===== src/rtl/spi_reg_responder.sv =====
// rtl/spi_reg_responder.sv - SPI mode-0 slave exposing a 32x8 register file.
// Optional macro SPI_RESP_IRQ_EN turns STATUS_ADDR into a set/W1C status register driving irq.
module spi_reg_responder #(
    parameter int         SYNC_STAGES = 2,
    parameter logic [4:0] STATUS_ADDR = 5'd25
) (
    input  logic       clk,
    input  logic       reset,
    input  logic       spi_sclk,
    input  logic       spi_ss_n,
    input  logic       spi_mosi,
    output logic       spi_miso,
    output logic       spi_miso_oe,
    input  logic [4:0] loc_addr,
    input  logic [7:0] loc_wdata,
    input  logic       loc_we,
    output logic [7:0] loc_rdata,
    output logic       wr_strobe,
    output logic [4:0] wr_addr,
    output logic [7:0] wr_data,
    output logic       irq
);

    typedef enum logic [1:0] {IDLE, CMD, DATA} state_t;

    state_t                 state;
    logic [SYNC_STAGES-1:0] sclk_sync;
    logic [SYNC_STAGES-1:0] ss_sync;
    logic [SYNC_STAGES-1:0] mosi_sync;
    logic                   sclk_q;
    logic                   ss_q;
    logic [2:0]             bit_cnt;
    logic [7:0]             rx;
    logic [7:0]             tx;
    logic [4:0]             addr;
    logic                   dir;
    logic                   byte_done;
    logic [7:0]             regs [32];

    logic       sclk_s, ss_s, mosi_s;
    logic       sclk_rise, sclk_fall, ss_rise, ss_fall;
    logic       active;
    logic [7:0] rx_next;
    logic       spi_we;

    // Synchronizers run through reset so a held-low ss_n never fakes a falling edge afterwards.
    always_ff @(posedge clk) begin
        sclk_sync[0] <= spi_sclk;
        ss_sync[0]   <= spi_ss_n;
        mosi_sync[0] <= spi_mosi;
        for (int i = 1; i < SYNC_STAGES; i++) begin
            sclk_sync[i] <= sclk_sync[i-1];
            ss_sync[i]   <= ss_sync[i-1];
            mosi_sync[i] <= mosi_sync[i-1];
        end
        sclk_q <= sclk_s;
        ss_q   <= ss_s;
    end

    assign sclk_s    = sclk_sync[SYNC_STAGES-1];
    assign ss_s      = ss_sync[SYNC_STAGES-1];
    assign mosi_s    = mosi_sync[SYNC_STAGES-1];
    assign sclk_rise = sclk_s & ~sclk_q;
    assign sclk_fall = ~sclk_s & sclk_q;
    assign ss_rise   = ss_s & ~ss_q;
    assign ss_fall   = ~ss_s & ss_q;
    assign active    = (state != IDLE) && !ss_s;
    assign rx_next   = {rx[6:0], mosi_s};
    assign spi_we    = active && sclk_rise && (bit_cnt == 3'd7) && (state == DATA) && dir;

    assign loc_rdata = regs[loc_addr];
    assign spi_miso  = tx[7] & spi_miso_oe;

    always_ff @(posedge clk) begin
        if (reset) begin
            state       <= IDLE;
            bit_cnt     <= 3'd0;
            rx          <= 8'h00;
            tx          <= 8'h00;
            addr        <= 5'd0;
            dir         <= 1'b0;
            byte_done   <= 1'b0;
            spi_miso_oe <= 1'b0;
            wr_strobe   <= 1'b0;
            wr_addr     <= 5'd0;
            wr_data     <= 8'h00;
        end else begin
            wr_strobe <= spi_we;
            if (spi_we) begin
                wr_addr <= addr;
                wr_data <= rx_next;
            end
            if (ss_rise) begin
                state       <= IDLE;
                bit_cnt     <= 3'd0;
                byte_done   <= 1'b0;
                tx          <= 8'h00;
                spi_miso_oe <= 1'b0;
            end else if (state == IDLE) begin
                if (ss_fall) begin
                    state       <= CMD;
                    bit_cnt     <= 3'd0;
                    byte_done   <= 1'b0;
                    tx          <= regs[STATUS_ADDR];
                    spi_miso_oe <= 1'b1;
                end
            end else if (active) begin
                if (sclk_rise) begin
                    rx      <= rx_next;
                    bit_cnt <= bit_cnt + 3'd1;
                    if (bit_cnt == 3'd7) begin
                        byte_done <= 1'b1;
                        if (state == CMD) begin
                            addr  <= rx_next[7:3];
                            dir   <= rx_next[1];
                            state <= DATA;
                        end
                    end
                end else if (sclk_fall) begin
                    // The first falling edge after a completed byte reloads from the addressed register.
                    if (byte_done) begin
                        tx        <= regs[addr];
                        byte_done <= 1'b0;
                    end else begin
                        tx <= {tx[6:0], 1'b0};
                    end
                end
            end
        end
    end

    // The SPI write is assigned last so it overrides a local write to the same address.
    always_ff @(posedge clk) begin
        if (reset) begin
            regs <= '{default: 8'h00};
        end else begin
            if (loc_we) begin
`ifdef SPI_RESP_IRQ_EN
                if (loc_addr == STATUS_ADDR)
                    regs[loc_addr] <= regs[loc_addr] | loc_wdata;
                else
                    regs[loc_addr] <= loc_wdata;
`else
                regs[loc_addr] <= loc_wdata;
`endif
            end
            if (spi_we) begin
`ifdef SPI_RESP_IRQ_EN
                if (addr == STATUS_ADDR)
                    regs[addr] <= regs[addr] & ~rx_next;
                else
                    regs[addr] <= rx_next;
`else
                regs[addr] <= rx_next;
`endif
            end
        end
    end

`ifdef SPI_RESP_IRQ_EN
    localparam logic [4:0] IRQ_MASK_ADDR = STATUS_ADDR + 5'd1;

    always_ff @(posedge clk) begin
        if (reset)
            irq <= 1'b0;
        else
            irq <= |(regs[STATUS_ADDR] & regs[IRQ_MASK_ADDR]);
    end
`else
    assign irq = 1'b0;
`endif

endmodule


===== config.mk =====
export PLATFORM = sky130hd
export DESIGN_NAME = spi_reg_responder
export DESIGN_NICKNAME = d
export VERILOG_FILES = /design/src/rtl/spi_reg_responder.sv
export SDC_FILE = /design/constraint.sdc
export NUM_CORES = 1
export LEC_CHECK = 0
export CAP_MARGIN = 20
export CORE_ASPECT_RATIO = 1.5
export CORE_MARGIN = 2
export CORE_UTILIZATION = 54
export CTS_BUF_LIST = sky130_fd_sc_hd__clkbuf_8 sky130_fd_sc_hd__clkbuf_16
export CTS_CLUSTER_DIAMETER = 150
export CTS_CLUSTER_SIZE = 24
export DETAILED_ROUTE_END_ITERATION = 8
export GPL_TIMING_DRIVEN = 0
export PLACE_DENSITY = 0.71
export SLEW_MARGIN = 20
export SYNTH_ARGS = -nofsm -noshare
export SYNTH_HDL_FRONTEND = slang
export SYNTH_SLANG_ARGS = --single-unit

===== constraint.sdc =====
create_clock -name clk -period 4.8 [get_ports clk]
set_input_delay 0.72 -clock clk [delete_from_list [all_inputs] [get_ports clk]]
set_output_delay 0.72 -clock clk [all_outputs]
set_load 0.02 [all_outputs]

==> impl_metrics.csv <==
group,metric,value,unit
grt,antenna_found_initial,6,
clock_tree,cts_tree,"built",
final_layout,fin_cells,2434,
sta,hold_violations,0,
grt,first_global_vias,17360,
placement,dp_hpwl,66600,µm
critical_path,crit_family,"buffers and inverters",
grt,grt_use_total,0.5302,
floorplanning,row_count,80,
detailed_routing,dr_wl_met3,12710,µm
clock_tree,cts_resized,3,
detailed_routing,dr_wl_met2,36240,µm
yosys,synth-seq-cells,306,
grt,grt_first_pass_wirelength,125900,µm
floorplanning,ios,44,
critical_path,critPathMostFrequentCell,"clkdlybuf4s50_1",
final_layout,nets,2044,
floorplanning,initial_core_util,0.5491,
critical_path,worst-path-buf-inv,4,
critical_path,cp.required,4.08,ns
yosys,synth_edf_count,0,
clock_tree,cts_buffer_depth,3,
power_and_ir_drop,power.leakage,5.789,nW
sta,finalCriticalPeriod,4.756,ns
clock_tree,cts_setup_buffers,0,
floorplanning,die_w,151.1,µm
critical_path,cp_slowest_cell,"clkbuf_2",
detailed_routing,first_iter_violations,2711,
detailed_routing,highest_layer,"met4",
grt,grt_overflow,0,
placement,gp_congestion,1.165,
clock_tree,cts_hold_buf,0,
detailed_routing,routed_wirelength,90510,µm
power_and_ir_drop,ir_drop,354.1,µV
critical_path,cp-end-kind,"output port",
final_layout,area_delta_synth_final,7.807,%
sta,setup_violations,0,
yosys,synth_cell_type_count,49,
yosys,yosysTopAreaCellShare,0.3494,
clock_tree,h-tree-depth,1,
yosys,syn_nets,1986,
yosys,yosysSeqAreaShare,0.3494,
yosys,ys_async_sr_fraction,0,
placement,dp.cells,2413,
flow_run,max_cap_viol_count,0,
floorplanning,die-area,33960,µm²
critical_path,startpoint_type,"primary input",
sta,finalMaxSlewViolations,0,
critical_path,slowest_delay,0.60,ns
clock_tree,cts.sinks,306,
yosys,yosysWarnings,0,
sta,max_freq,0.2102,GHz
detailed_routing,wl_met1,29470,µm
sta,worst_slew_pin_slew,1.290,ns
critical_path,cp_cell_sequence,"clkdlybuf4s50_1 > buf_1 > clkbuf_2 > mux4_2 > a22oi_1 > nand4_1 > clkdlybuf4s50_1",
sta,rsz0062_at_grt,"false",
clock_tree,clk_latency,0.56,ns
yosys,ys.flop_type,"dfxtp_1",
detailed_routing,vias_per_cell,7.524,
clock_tree,clockRootBuffer,"clkbuf_16",
yosys,synth.avg_cell_area,8.932,µm²
detailed_routing,drtPass1Iterations,9,
clock_tree,cts_buffers,16,
yosys,ys_top_cells_by_area,"dfxtp_1, mux2i_1, mux4_2",
sta,relSlewSlack,0.1398,
hold_path,holdCritPathClass,"flip-flop to flip-flop",
sta,fin_skew,0.02576,ns
floorplanning,core_area,31930,µm²
floorplanning,die_h,224.7,µm
final_layout,drive_gt1_frac,0.07867,
clock_tree,clkTransAtPathRegs,0.09,ns
outcome,outcome,"completed",
critical_path,crit_fanout,10,
final_layout,layout_common_cells,"mux2i_1, dfxtp_1, nor2_1, a211oi_1, nand2_1",
sta,finalCritPeriodShare,0.9909,
yosys,syn_area,17530,µm²
placement,port_buffers,40,
detailed_routing,ant_nets,0,
yosys,syn_inst,1963,
critical_path,cp.arrival,4.04,ns
detailed_routing,drc,0,
detailed_routing,wl_per_cell,37.19,µm
detailed_routing,vias,18310,
power_and_ir_drop,finalPower,4.573,mW
yosys,synth_top_area_cell,"dfxtp_1",
grt,grt_max_degree,25,
power_and_ir_drop,powerDensity,241.9,nW/µm²
critical_path,path_class,"primary input to output port",
final_layout,layout_commonest_cell,"mux2i_1",
cells in the mapped netlist, types with 2 or more instances:
master and count:
a211oi_2 8, nor3_1 2, nand4_1 12, nor4_1 14
a31oi_1 5, nor3_2 3, o22ai_1 56, or2_2 2
buf_4 4, mux2i_1 318, a311oi_1 72, nor2_2 15
a211oi_1 176, nand3_1 76, o31a_1 2, dfxtp_1 306
and3_1 3, o21ai_0 17, or3_1 2, nor3b_1 8
ha_1 4, buf_1 18, mux4_2 64, a211o_1 7
inv_1 4, nor2_1 300, buf_2 30, a22oi_1 36
and3b_1 2, nand2b_1 5, a21oi_1 39, clkbuf_1 149
nor2b_1 7, and2_1 4, nand2_1 175, nand3b_1 5
stage by stage:
stage	cell area, µm²	hold WS, ns	setup slack, ns	setup TNS [ns]	utilization
CTS	18890	0.3347	0.01146	0	0.5915
floorplan	17530	0.3096	1.721	0	-
detailed placement	18450	0.3128	-0.1277	-0.4199	0.5778
global placement	18450	0.3095	-0.1815	-0.6899	0.5777
global route	18900	0.3367	0.09120	0	0.5918
finish	18900	0.3339	0.04368	0	0.5920
metal layers:
metal / global-route usage / vias to the layer above
li1: - / 7398
met1: 0.6009 / 8584
met2: 0.7523 / 1720
met3: 0.1911 / 611
met4: 0.5182 / 0
met5: 0 / -
cell families after synthesis:
family | share of synthesized area
flops | 0.3494
mux | 0.2638
compound gates | 0.1767
fa+ha+maj | 0.002855
other cells | 0.0002139
buf+inv | 0.04838
simple gates | 0.1587
worst paths after layout:
check / startpoint / end / slack (ns) / cells after the start
min reg2reg: mosi_sync[0] / mosi_sync[1] / 0.33 / 0
max: loc_addr[1] / loc_rdata[0] / 0.04 / 7
max reg2reg: addr[1] / tx[5] / 1.11 / 8
min: mosi_sync[0] / mosi_sync[1] / 0.33 / 0
sequential cells by signal, indices dropped and copies added (netlist names):
register     count
ss_sync          2
sclk_q           1
tx               8
mosi_sync        2
wr_addr          5
state            2
bit_cnt          3
dir              1
wr_data          8
rx               7
sclk_sync        2
addr             5
byte_done        1
regs           256
wr_strobe        1
spi_miso_oe      1
ss_q             1
layout make-up:
type                            count  area (µm²)
Fill cell                        2780       13030
Clock buffer                       17       425.4
Sequential cell                   306        6126
Timing Repair Buffer               40       400.4
Antenna cell                        3       7.507
Buffer                            203       844.6
Tap cell                          410       513.0
Clock inverter                      1       8.758
Multi-Input combinational cell   1450       10560
Inverter                            4       15.01
worst register-to-register path, stage by stage (launching register included):
cell and delay, ns:
dfxtp_1 0.31, buf_2 0.33, buf_2 0.42, buf_2 0.50, mux2i_1 0.77, o22ai_1 0.16
nor4_1 0.75, a211o_1 0.25, a21oi_1 0.06
report_power, final:
group | total, mW | switching, mW | internal [mW] | leakage [nW]
logic | 0.411 | 0.304 | 0.108 | 3.11
registers | 2.59 | 0.0263 | 2.56 | 2.47
clock network | 1.57 | 0.932 | 0.642 | 0.214
total | 4.57 | 1.26 | 3.31 | 5.79
No activity file was read; power rests on OpenSTA's default activity.
